--- src/rtl/unified_mem_arbiter.sv ---
// unified_mem_arbiter
// Shares one single-ported unified memory between the CPU fetch port (if_*)
// and the CPU data port (d_*). Each access runs IDLE -> ISSUE -> WAIT -> RESP.
//
// state | meaning
// ------+-----------------------------------------------------------------
// IDLE  | no access in flight; pick an owner and latch its request fields
// ISSUE | one-cycle mem_req strobe; owner's gnt pulses
// WAIT  | waiting for mem_rvalid; timeout counter running
// RESP  | owner's rvalid pulse with registered data (and err on timeout)
//
// Optional feature: define ARB_PERF_CNT_EN to add the stall_if / stall_d
// per-port stall counters. Without it those ports are absent.
//
// All outputs are either registers or decodes of registered state, so there
// is no combinational path from any input to any output.

module unified_mem_arbiter #(
  parameter int AW        = 32,
  parameter int DW        = 32,
  parameter int DATA_PRIO = 1,
  parameter int TIMEOUT   = 15
) (
  input  logic          clk,
  input  logic          Reset,
  input  logic          if_req,
  input  logic [AW-1:0] if_addr,
  output logic          if_gnt,
  output logic          if_rvalid,
  output logic [DW-1:0] if_rdata,
  input  logic          d_req,
  input  logic          d_we,
  input  logic [AW-1:0] d_addr,
  input  logic [DW-1:0] d_wdata,
  output logic          d_gnt,
  output logic          d_rvalid,
  output logic [DW-1:0] d_rdata,
  output logic          mem_req,
  output logic          mem_we,
  output logic [AW-1:0] mem_addr,
  output logic [DW-1:0] mem_wdata,
  input  logic          mem_rvalid,
  input  logic [DW-1:0] mem_rdata,
  output logic          err,
  output logic          busy
`ifdef ARB_PERF_CNT_EN
  ,
  output logic [31:0]   stall_if,
  output logic [31:0]   stall_d
`endif
);

  localparam logic [1:0] ST_IDLE  = 2'd0;
  localparam logic [1:0] ST_ISSUE = 2'd1;
  localparam logic [1:0] ST_WAIT  = 2'd2;
  localparam logic [1:0] ST_RESP  = 2'd3;

  localparam logic [3:0] TO_CNT = 4'(TIMEOUT);
  localparam logic       PRIO_D = (DATA_PRIO != 0);

  logic [1:0]    state;
  logic          own_d;      // 1: data port owns the current access
  logic          last_d;     // 1: last grant went to the data port
  logic          we_q;
  logic [AW-1:0] addr_q;
  logic [DW-1:0] wdata_q;
  logic [DW-1:0] rdata_q;
  logic          err_q;
  logic          done_q;     // completion already captured during ISSUE
  logic [3:0]    cnt;
  logic [3:0]    cnt_inc;
  logic          pick_d;
  logic          in_resp;

  assign cnt_inc = cnt + 4'd1;
  assign in_resp = (state == ST_RESP);

  // Winner of the IDLE arbitration: data wins alone, on fixed priority, or
  // on a round-robin tie when fetch was granted last.
  assign pick_d = d_req && (!if_req || PRIO_D || !last_d);

  // Access sequencer: arbitration, field latching, completion and timeout.
  always_ff @(posedge clk) begin
    if (Reset) begin
      state   <= ST_IDLE;
      own_d   <= 1'b0;
      last_d  <= 1'b0;
      we_q    <= 1'b0;
      addr_q  <= '0;
      wdata_q <= '0;
      rdata_q <= '0;
      err_q   <= 1'b0;
      done_q  <= 1'b0;
      cnt     <= 4'd0;
    end else begin
      case (state)
        ST_IDLE: begin
          cnt     <= 4'd0;
          done_q  <= 1'b0;
          err_q   <= 1'b0;
          rdata_q <= '0;
          if (if_req || d_req) begin
            own_d  <= pick_d;
            last_d <= pick_d;
            if (pick_d) begin
              we_q    <= d_we;
              addr_q  <= d_addr;
              wdata_q <= d_wdata;
            end else begin
              we_q    <= 1'b0;
              addr_q  <= if_addr;
              wdata_q <= '0;
            end
            state <= ST_ISSUE;
          end
        end
        ST_ISSUE: begin
          // An early completion is captured here but still passes through
          // WAIT so the response timing stays uniform.
          if (mem_rvalid) begin
            done_q  <= 1'b1;
            rdata_q <= we_q ? '0 : mem_rdata;
          end
          state <= ST_WAIT;
        end
        ST_WAIT: begin
          if (done_q) begin
            state <= ST_RESP;
          end else if (mem_rvalid) begin
            rdata_q <= we_q ? '0 : mem_rdata;
            state   <= ST_RESP;
          end else if (cnt_inc == TO_CNT) begin
            cnt     <= cnt_inc;
            err_q   <= 1'b1;
            rdata_q <= '0;
            state   <= ST_RESP;
          end else begin
            cnt <= cnt_inc;
          end
        end
        default: begin
          done_q <= 1'b0;
          state  <= ST_IDLE;
        end
      endcase
    end
  end

  // Output decode from registered state only.
  always_comb begin
    mem_req   = (state == ST_ISSUE);
    mem_we    = mem_req && we_q;
    mem_addr  = addr_q;
    mem_wdata = wdata_q;
    if_gnt    = mem_req && !own_d;
    d_gnt     = mem_req && own_d;
    if_rvalid = in_resp && !own_d;
    d_rvalid  = in_resp && own_d;
    if_rdata  = if_rvalid ? rdata_q : '0;
    d_rdata   = d_rvalid ? rdata_q : '0;
    err       = in_resp && err_q;
    busy      = (state != ST_IDLE);
  end

`ifdef ARB_PERF_CNT_EN
  // Saturating stall counters: a port stalls while it requests and is not
  // in its own response cycle.
  always_ff @(posedge clk) begin
    if (Reset) begin
      stall_if <= '0;
      stall_d  <= '0;
    end else begin
      if (if_req && !(in_resp && !own_d) && (stall_if != 32'hFFFF_FFFF))
        stall_if <= stall_if + 32'd1;
      if (d_req && !(in_resp && own_d) && (stall_d != 32'hFFFF_FFFF))
        stall_d <= stall_d + 32'd1;
    end
  end
`endif

endmodule

--- config.mk ---
export PLATFORM = sky130hd
export DESIGN_NAME = unified_mem_arbiter
export DESIGN_NICKNAME = d
export VERILOG_FILES = /design/src/rtl/unified_mem_arbiter.sv
export SDC_FILE = /design/constraint.sdc
export NUM_CORES = 1
export LEC_CHECK = 0
export ABC_AREA = 1
export BUFFER_PORTS_ARGS = -buffer_cell sky130_fd_sc_hd__buf_2
export CAP_MARGIN = 20
export CORE_MARGIN = 2
export CORE_UTILIZATION = 41
export CTS_CLUSTER_SIZE = 8
export DETAILED_ROUTE_END_ITERATION = 10
export HOLD_SLACK_MARGIN = 0.15
export PLACE_DENSITY = 0.82
export SYNTH_ARGS = -nofsm -noshare
export SYNTH_HDL_FRONTEND = slang
export SYNTH_SLANG_ARGS = --single-unit
export TNS_END_PERCENT = 5
--- constraint.sdc ---
create_clock -name clk -period 1.4 [get_ports clk]
set_input_delay 0.07 -clock clk [delete_from_list [all_inputs] [get_ports clk]]
set_output_delay 0.07 -clock clk [all_outputs]
set_load 0.05 [all_outputs]
==> out/results.ini, run 1 <==
[run_status]
status = finished, violations left
violations = setup timing

[place]
dpl_worst_slack_ns = -0.219
io_buffers = 269
gp_congestion = 0.887
place_hpwl_um = 10700

[timing]
slew_headroom_pct = 69.6
drv_slew = 0
finalCriticalPeriod_ns = 1.86
fin_skew_ns = 0.00769
hold_viol = 0
fmax_mhz = 538
fin_ws_ns = -0.459
setup_viol = 176
final.period_utilization_pct = 133
rsz0062_at_grt = true
tightest_slew_ns = 0.456

[grt]
antenna_found_initial = 1
grt_pass1_wl_um = 33000
grt_pass1_vias = 6587
grt-ovfl-total = 0
grt_usage_pct = 32.1
grt_max_degree = 53

[detailed_routing]
drt_iter0_markers = 535
vias = 6853
firstDrtPassIters = 6
ant_nets = 0
routedWlPerCell_um = 17.9
post_drt_via_cell_ratio = 5.31
remaining_drc_errors = 0
routed_wl_um = 23100

[hold_path]
min_from = if_req
hold_end = state[1]$_SDFFE_PP0P_
hold_path_class = input port to flip-flop
holdPathStages = 6

[synthesis]
synth_top_family_by_area = simple AND/OR/NAND/NOR gates
synthTopCellsByArea = dfxtp_1, nand2_1, nor2_1
ys.flop_type = dfxtp_1
syn_inst = 724
avgSynthCellArea_sq_um = 6.80
yosysTopAreaCell = dfxtp_1
synth_xor_area_share_pct = 0
synth_top_area_share_pct = 43.1
synth_edf_count = 0
synth-adder-area-share_pct = 1.78
synthMuxAreaShare_pct = 0
async_flop_share_pct = 0
yosysMostFrequentCell = nand2_1
ys_types = 26
syn_area_sq_mm = 0.00492
synth-compound-area-share_pct = 15.3
synth_commonest_cells = nand2_1, nor2_1, dfxtp_1
synth_warnings = 0
ys_seq_elements = 106
synth_nets = 865
ys_seq_area_share_pct = 43.1
yosys.area_share.simple_pct = 27.8

[power]
ir_worst_vdd_mv = 1.11
leakagePower_uw = 0.00435
cellPowerDensity_mw_per_mm2 = 1730

[worst_setup_path]
path_class = flip-flop to output port
path_max_fanout = 8
reg2reg_to = rdata_q[4]$_SDFFE_PP0P_
slowest_stage = dfxtp_4
end_kind = output port
worstPathArrival_ns = 1.79
cpPeakStageDelay_ns = 0.35
path_delay_family = buffers and inverters
reg2reg_slack_ns = -0.42
crit_chain = buf_6, ha_4, inv_2, nor2_4, clkinv_4, buf_12, buf_12, nor2_4, buf_6
r2r_cells = 10
r2r-start = state[0]$_SDFFE_PP0P_
path_buf_inv = 6
worst_setup_path_start_kind = flip-flop
cp_data_required_time_ns = 1.33

[floorplanning]
die_h_um = 114
die_x_um = 114
rows = 40
coreArea_sq_mm = 0.0119
ioPinCount = 270
die_area_sq_mm = 0.0129
start_util_pct = 41.5

[flow_run]
cap_violations = 0

[clocking]
clockRootBuffer = clkbuf_16
clk_latency_ns = 0.35
tritoncts = done
clock_sinks = 106
clkTransAtPathRegs_ns = 0.08
cts_buffer_depth = 2
cts-buffers-inserted = 9
htreeDepth = 3

[cells_and_area]
nNetsFinal = 1279
area_growth_pct = 90.6
fin_util_pct = 79.1
layout-drive-gt1-share_pct = 40.9

worst register-to-register path: cells and delay by family, from the launching register on:
family,cells,cell delay [ns]
AO/OA/AOI/OAI,2,0.22
adder cells (fa/ha/maj),1,0.17
buffers and inverters,4,0.47
flip-flops,1,0.35
AND/OR/NAND/NOR,3,0.51
layout by cell type (no fill, tap or decap), drive strengths merged:
cell	synthesis	routed
clkinvlp	0	1
or2	1	1
nand3b	1	1
inv	88	91
nand2	156	157
o22ai	1	1
dfxtp	106	106
clkbuf	27	11
ha	7	7
o21ai	66	66
diode	0	1
dlygate4sd3	0	131
a21oi	41	41
nand4	1	1
buf	19	314
nor2	173	173
a211oi	1	1
clkinv	0	4
nand3	4	4
a31oi	32	32
layer usage:
metal | wire length (um) | global-route usage, % | vias to the layer above
met1 | 7900 | 34.6 | 3122
met4 | 1470 | 19.3 | 0
li1 | - | - | 3086
met5 | 0 | 0 | -
met2 | 11600 | 57.4 | 520
met3 | 2150 | 7.12 | 125
state kept, by name (all words and copies together) (netlist names):
name	cells
we_q	1
done_q	1
mem_addr	32
rdata_q	32
err_q	1
cnt	4
state	2
own_d	1
mem_wdata	32
per-stage QoR:
| step | power [uW] | area, sq um | setup TNS, ns | hold WS [ns] | cells |
|---|---|---|---|---|---|
| after floorplan | 10100 | 5300 | -26.73 | 0.218 | 724 |
| after global placement | 11700 | 6880 | -9.73 | 0.324 | 1130 |
| after detailed placement | 11800 | 6880 | -13.30 | 0.325 | 1130 |
| after CTS | 15000 | 9090 | -38.23 | 0.225 | 1283 |
| after global routing | 16900 | 9380 | -57.61 | 0.275 | 1290 |
| final | 16200 | 9380 | -47.19 | 0.249 | 1291 |
power breakdown:
part / switching (uW) / leakage [uW] / internal, uW / total (uW)
sequential: 628 / 0.000873 / 3900 / 4530
combinational: 6010 / 0.00333 / 3090 / 9100
clock: 1280 / 0.000148 / 1280 / 2560
area by class of cell:
cell class,count,area [sq um]
timing repair inverter,1,16.3
multi-input combinational,485,2660
tap,147,184
timing repair buffer,447,3710
inverter,88,378
antenna,1,2.50
fill,633,2480
clock inverter,7,73.8
sequential,106,2130
clock buffer,9,225
cell families after synthesis:
kind of cell / Yosys count
AND/OR/NAND/NOR: 336
AO/OA/AOI/OAI: 141
flip-flops: 106
buffers and inverters: 134
adder cells (fa/ha/maj): 7
what timing repair did:
item,in CTS,in global routing
pin swaps,3,4
hold endpoints to repair,100,0
buffers inserted,4,4
gates cloned,2,4
hold buffers,131,0
endpoints found under the setup margin,142,177
resized for setup,168,63
worst max path at each step:
stage | start | end | slack [ns] | depth (start not counted)
2_1_floorplan | state[1]$_SDFFE_PP0P_ | if_rdata[10] | -0.20 | 6
3_3_place_gp | state[0]$_SDFFE_PP0P_ | rdata_q[30]$_SDFFE_PP0P_ | -0.18 | 9
3_5_place_dp | state[0]$_SDFFE_PP0P_ | rdata_q[29]$_SDFFE_PP0P_ | -0.22 | 9
4_1_cts | state[0]$_SDFFE_PP0P_ | if_rdata[9] | -0.40 | 9
5_1_grt | state[0]$_SDFFE_PP0P_ | if_rdata[17] | -0.50 | 9
6_report | state[0]$_SDFFE_PP0P_ | if_rdata[17] | -0.46 | 9
Note: power is estimated with default switching activity, not from simulation.
==> run 2, diff against run 1 <==
--- a/config.mk
+++ b/config.mk
@@ -13,6 +13,7 @@
 export CTS_CLUSTER_SIZE = 8
 export DETAILED_ROUTE_END_ITERATION = 10
 export HOLD_SLACK_MARGIN = 0.15
+export MAX_ROUTING_LAYER = met4
 export PLACE_DENSITY = 0.82
 export SYNTH_ARGS = -nofsm -noshare
 export SYNTH_HDL_FRONTEND = slang
==> out/results.ini, run 2 (synthesis results as in run 1) <==
[grt]
antenna_found_initial = 1
grt_max_degree = 53
grt-ovfl-total = 0
grt_usage_pct = 33.0
grt_pass1_wl_um = 33000
grt_pass1_vias = 6573

[worst_setup_path]
slowest_stage = dfxtp_4
path_class = flip-flop to output port
cp_data_required_time_ns = 1.33
worst_setup_path_start_kind = flip-flop
crit_chain = buf_6, ha_4, inv_2, nor2_4, clkinv_4, buf_12, buf_12, nor2_4, buf_6
end_kind = output port
path_buf_inv = 6
worstPathArrival_ns = 1.79
cpPeakStageDelay_ns = 0.35
path_max_fanout = 8
path_delay_family = buffers and inverters

[timing]
slew_headroom_pct = 69.8
fmax_mhz = 538
whs_ns = 0.243
fin_skew_ns = 0.00844
finalCriticalPeriod_ns = 1.86
setup_viol = 176
drv_slew = 0
tightest_slew_ns = 0.453
rsz0062_at_grt = true
final.period_utilization_pct = 133
fin_ws_ns = -0.458
hold_viol = 0

[detailed_routing]
firstDrtPassIters = 6
drt_iter0_markers = 528
ant_nets = 0
routedWlPerCell_um = 17.6
post_drt_via_cell_ratio = 5.28
remaining_drc_errors = 0
routed_wl_um = 22700
vias = 6818

[cells_and_area]
final_common_cell = buf_2
fin_util_pct = 79.1
fin_area_sq_mm = 0.00938
layout-drive-gt1-share_pct = 40.8
nNetsFinal = 1279
final_cell_mix = buf_2, nand2_1, dlygate4sd3_1
area_growth_pct = 90.5
fillers = 622

[run_status]
violations = setup timing
status = finished, violations left

[floorplanning]
die_h_um = 114
rows = 40
coreArea_sq_mm = 0.0119
ioPinCount = 270
die_x_um = 114
die_area_sq_mm = 0.0129
start_util_pct = 41.5

[clocking]
cts-buffers-inserted = 9
cts_buffer_depth = 2
htreeDepth = 3
clkTransAtPathRegs_ns = 0.08
clk_latency_ns = 0.35
clockRootBuffer = clkbuf_16
clock_sinks = 106
tritoncts = done

[place]
io_buffers = 269
gp_congestion = 0.902
dpl_cell_area_sq_mm = 0.00688
place_hpwl_um = 10700

[power]
cellPowerDensity_mw_per_mm2 = 1720
leakagePower_uw = 0.00435
ir_worst_vdd_mv = 1.09

[hold_path]
hold_path_class = input port to flip-flop

[flow_run]
cap_violations = 0

## run 2: cell counts in the layout (fill, tap and decap cells not counted)
No cell type changed its count.
## run 2: layout make-up
type / instances / area [sq um] / area share [%]
Tap cell: 147 / 184 / 1.96
Inverter: 88 / 378 / 4.03
Sequential cell: 106 / 2130 / 22.7
Antenna cell: 1 / 2.50 / 0.0267
Clock buffer: 9 / 225 / 2.40
Multi-Input combinational cell: 485 / 2660 / 28.3
Clock inverter: 7 / 73.8 / 0.787
Timing Repair Buffer: 447 / 3710 / 39.6
Timing Repair inverter: 1 / 16.3 / 0.173
## run 2: worst register-to-register path, delay by kind of cell, from the launching register on
family          cells  cell delay [ns]
compound gates      2             0.21
simple gates        3             0.50
fa+ha+maj           1             0.17
buf+inv             4             0.47
flops               1             0.35
## run 2: path summary, 6_finish.rpt
kind	startpoint	to	slack [ns]	cells after the start
worst max register to register	state[0]$_SDFFE_PP0P_	rdata_q[19]$_SDFFE_PP0P_	-0.42	10
worst max-delay path	state[0]$_SDFFE_PP0P_	if_rdata[17]	-0.46	9
worst min-delay path	if_req	state[1]$_SDFFE_PP0P_	0.24	6
worst min register to register	mem_wdata[12]$_SDFFE_PP0P_	mem_wdata[12]$_SDFFE_PP0P_	0.46	2
## run 2: stage by stage
stage               setup slack, ns  std cells  setup TNS (ns)  total power, uW
floorplan                    -0.202        724          -26.73            10100
global placement             -0.180       1130           -9.73            11700
detailed placement           -0.219       1130          -13.30            11800
CTS                          -0.397       1283          -38.23            15000
global route                 -0.501       1291          -58.18            16900
finish                       -0.458       1291          -47.54            16100
## run 2: timing repair
item	4_1_cts	5_1_grt
setup buffers	4	4
setup endpoints to repair	142	177
endpoints found under the hold margin	100	0
cloned	2	4
hold buffers	131	0
gates resized for setup	168	61
pin swaps	3	4
## run 2: layer usage
metal	vias to the layer above	routed length (um)	part of all wire, %	GRT usage, %
li1	3090	-	-	-
met1	3103	7780	34	34.6
met2	479	11300	50	56.8
met3	146	2110	9.3	7.17
met4	0	1540	6.8	20.2
met5	-	0	0	-
## run 2: power by group
group / switching, uW / total [uW] / internal, uW
Sequential: 621 / 4530 / 3900
Clock: 1290 / 2570 / 1280
Combinational: 5970 / 9050 / 3080
==> run 3, diff against run 2 <==
--- a/config.mk
+++ b/config.mk
@@ -14,8 +14,8 @@
 export DETAILED_ROUTE_END_ITERATION = 10
 export HOLD_SLACK_MARGIN = 0.15
 export MAX_ROUTING_LAYER = met4
-export PLACE_DENSITY = 0.82
+export PLACE_DENSITY = 0.79
 export SYNTH_ARGS = -nofsm -noshare
 export SYNTH_HDL_FRONTEND = slang
 export SYNTH_SLANG_ARGS = --single-unit
-export TNS_END_PERCENT = 5
+export TNS_END_PERCENT = 30
==> out/results.ini, run 3 (synthesis results as in run 1) <==
[run_status]
status = finished, violations left
violations = setup timing

[floorplanning]
die_x_um = 114
start_util_pct = 41.5
die_h_um = 114
ioPinCount = 270
rows = 40
die_area_sq_mm = 0.0129
coreArea_sq_mm = 0.0119

[timing]
slew_headroom_pct = 65.2
tightest_slew_ns = 0.522
setup_viol = 177
fin_ws_ns = -0.505
drv_slew = 0
final.period_utilization_pct = 136
finalSetupTns_ns = -45.83
fmax_mhz = 525
rsz0062_at_grt = true
fin_skew_ns = 0.0101
hold_viol = 0
finalCriticalPeriod_ns = 1.90

[detailed_routing]
ant_nets = 0
routed_wl_um = 27400
post_drt_via_cell_ratio = 5.63
drt_iter0_markers = 763
firstDrtPassIters = 7
vias = 7388
routedWlPerCell_um = 20.9
remaining_drc_errors = 0

[cells_and_area]
area_growth_pct = 105
final_cell_mix = buf_2, nand2_1, dlygate4sd3_1
fillers = 509
fin_area_sq_mm = 0.0101
final_cell_count_no_fill = 1312
nNetsFinal = 1299
layout-drive-gt1-share_pct = 45.9
final_common_cell = buf_2

[power]
cellPowerDensity_mw_per_mm2 = 1800
p_clk_share_pct = 14.4
ir_worst_vdd_mv = 0.969
seqPwrFrac_pct = 25.4
switchingPower_uw = 9080
p_comb_share_pct = 60.2
leakagePower_uw = 0.00451
fin_total_pwr_uw = 18200
swShare_pct = 49.9
internal_power_uw = 9120

[worst_setup_path]
cp_data_required_time_ns = 1.67
worstPathArrival_ns = 2.17
end_kind = flip-flop
path_max_fanout = 8
path_class = flip-flop to flip-flop
worst_setup_path_start_kind = flip-flop

[clocking]
clk_latency_ns = 0.35
clock_sinks = 106
clkTransAtPathRegs_ns = 0.09
cts-buffers-inserted = 9
clockRootBuffer = clkbuf_16
htreeDepth = 3
tritoncts = done
cts_buffer_depth = 2

[grt]
grt_pass1_wl_um = 34400
grt_usage_pct = 34.5
grt_max_degree = 39
grt_pass1_vias = 6920
antenna_found_initial = 1
grt-ovfl-total = 0

[place]
dpl_worst_slack_ns = -0.246
gp_congestion = 0.810
io_buffers = 269
dpl_cell_area_sq_mm = 0.00700
dp_cells = 1143
place_hpwl_um = 10600

[hold_path]
hold_path_class = input port to flip-flop

[flow_run]
cap_violations = 0

[run 3: cell count changes in the layout (fill, tap and decap cells not counted), moves of 4 or more]
| cell | change |
|---|---|
| buf_8 | +8 |
| buf_6 | +4 |
| nand2_2 | -10 |
| nor2_4 | +43 |
| nor2_2 | +5 |
| clkbuf_16 | +4 |
| o21ai_2 | +5 |
| nand2_1 | +8 |
| o21ai_1 | -7 |
| nor2_1 | -48 |
[run 3: critical path, cell delays in order (launching register included)]
cell       delay (ns)
dfxtp_4          0.37
buf_6            0.12
inv_4            0.06
ha_4             0.14
buf_6            0.10
nand2_2          0.05
nand2_2          0.08
nand3b_1         0.09
buf_6            0.16
clkbuf_16        0.19
nor2_4           0.11
o21ai_1          0.12
nor2_1           0.23
[run 3: final cells by class]
class	count	area [sq um]	share of cell area (%)
Timing Repair Buffer	468	4070	40.2
Multi-Input combinational cell	485	3040	30.1
Sequential cell	106	2140	21.1
Inverter	88	377	3.72
Clock buffer	9	225	2.23
Tap cell	147	184	1.82
Clock inverter	7	78.8	0.779
Antenna cell	2	5.00	0.0495
[run 3: path summary, 6_finish.rpt]
path / endpoint / startpoint / cells past startpoint / slack (ns)
setup / recovery: rdata_q[16]$_SDFFE_PP0P_ / state[0]$_SDFFE_PP0P_ / 12 / -0.50
hold / removal: state[1]$_SDFFE_PP0P_ / if_req / 6 / 0.20
setup reg to reg: rdata_q[16]$_SDFFE_PP0P_ / state[0]$_SDFFE_PP0P_ / 12 / -0.50
hold reg to reg: mem_wdata[28]$_SDFFE_PP0P_ / mem_wdata[28]$_SDFFE_PP0P_ / 2 / 0.47
[run 3: timing repair]
item                       CTS  global route
setup buffers                6             3
hold buffers               131             0
cloned                       4             7
hold endpoints to repair    99             0
resized for setup          208           141
setup endpoints to repair  176           177
pin swaps                   28            36
[run 3: metal layers]
layer  GRT usage (%)  wire [um]
met1            35.9       9080
met2            59.0      12900
met3            7.01       2850
met4            23.4       2580
met5               -          0
[run 3: power by group through the flow]
stage / Combinational (uW) / Clock, uW / Sequential [uW]
after floorplan: 4190 / 0 / 6000
after global placement: 7610 / 0 / 4460
after detailed placement: 7690 / 0 / 4480
after CTS: 8670 / 2580 / 4440
after global routing: 11300 / 2730 / 4660
final: 10900 / 2620 / 4630
[run 3: through the flow]
| stage | hold slack [ns] | util (%) |
|---|---|---|
| 6_report | 0.201 | 85.3 |
| 2_1_floorplan | 0.218 | - |
| 5_1_grt | 0.263 | 85.3 |
| 3_3_place_gp | 0.323 | 59.0 |
| 3_5_place_dp | 0.328 | 59.0 |
| 4_1_cts | 0.206 | 79.2 |
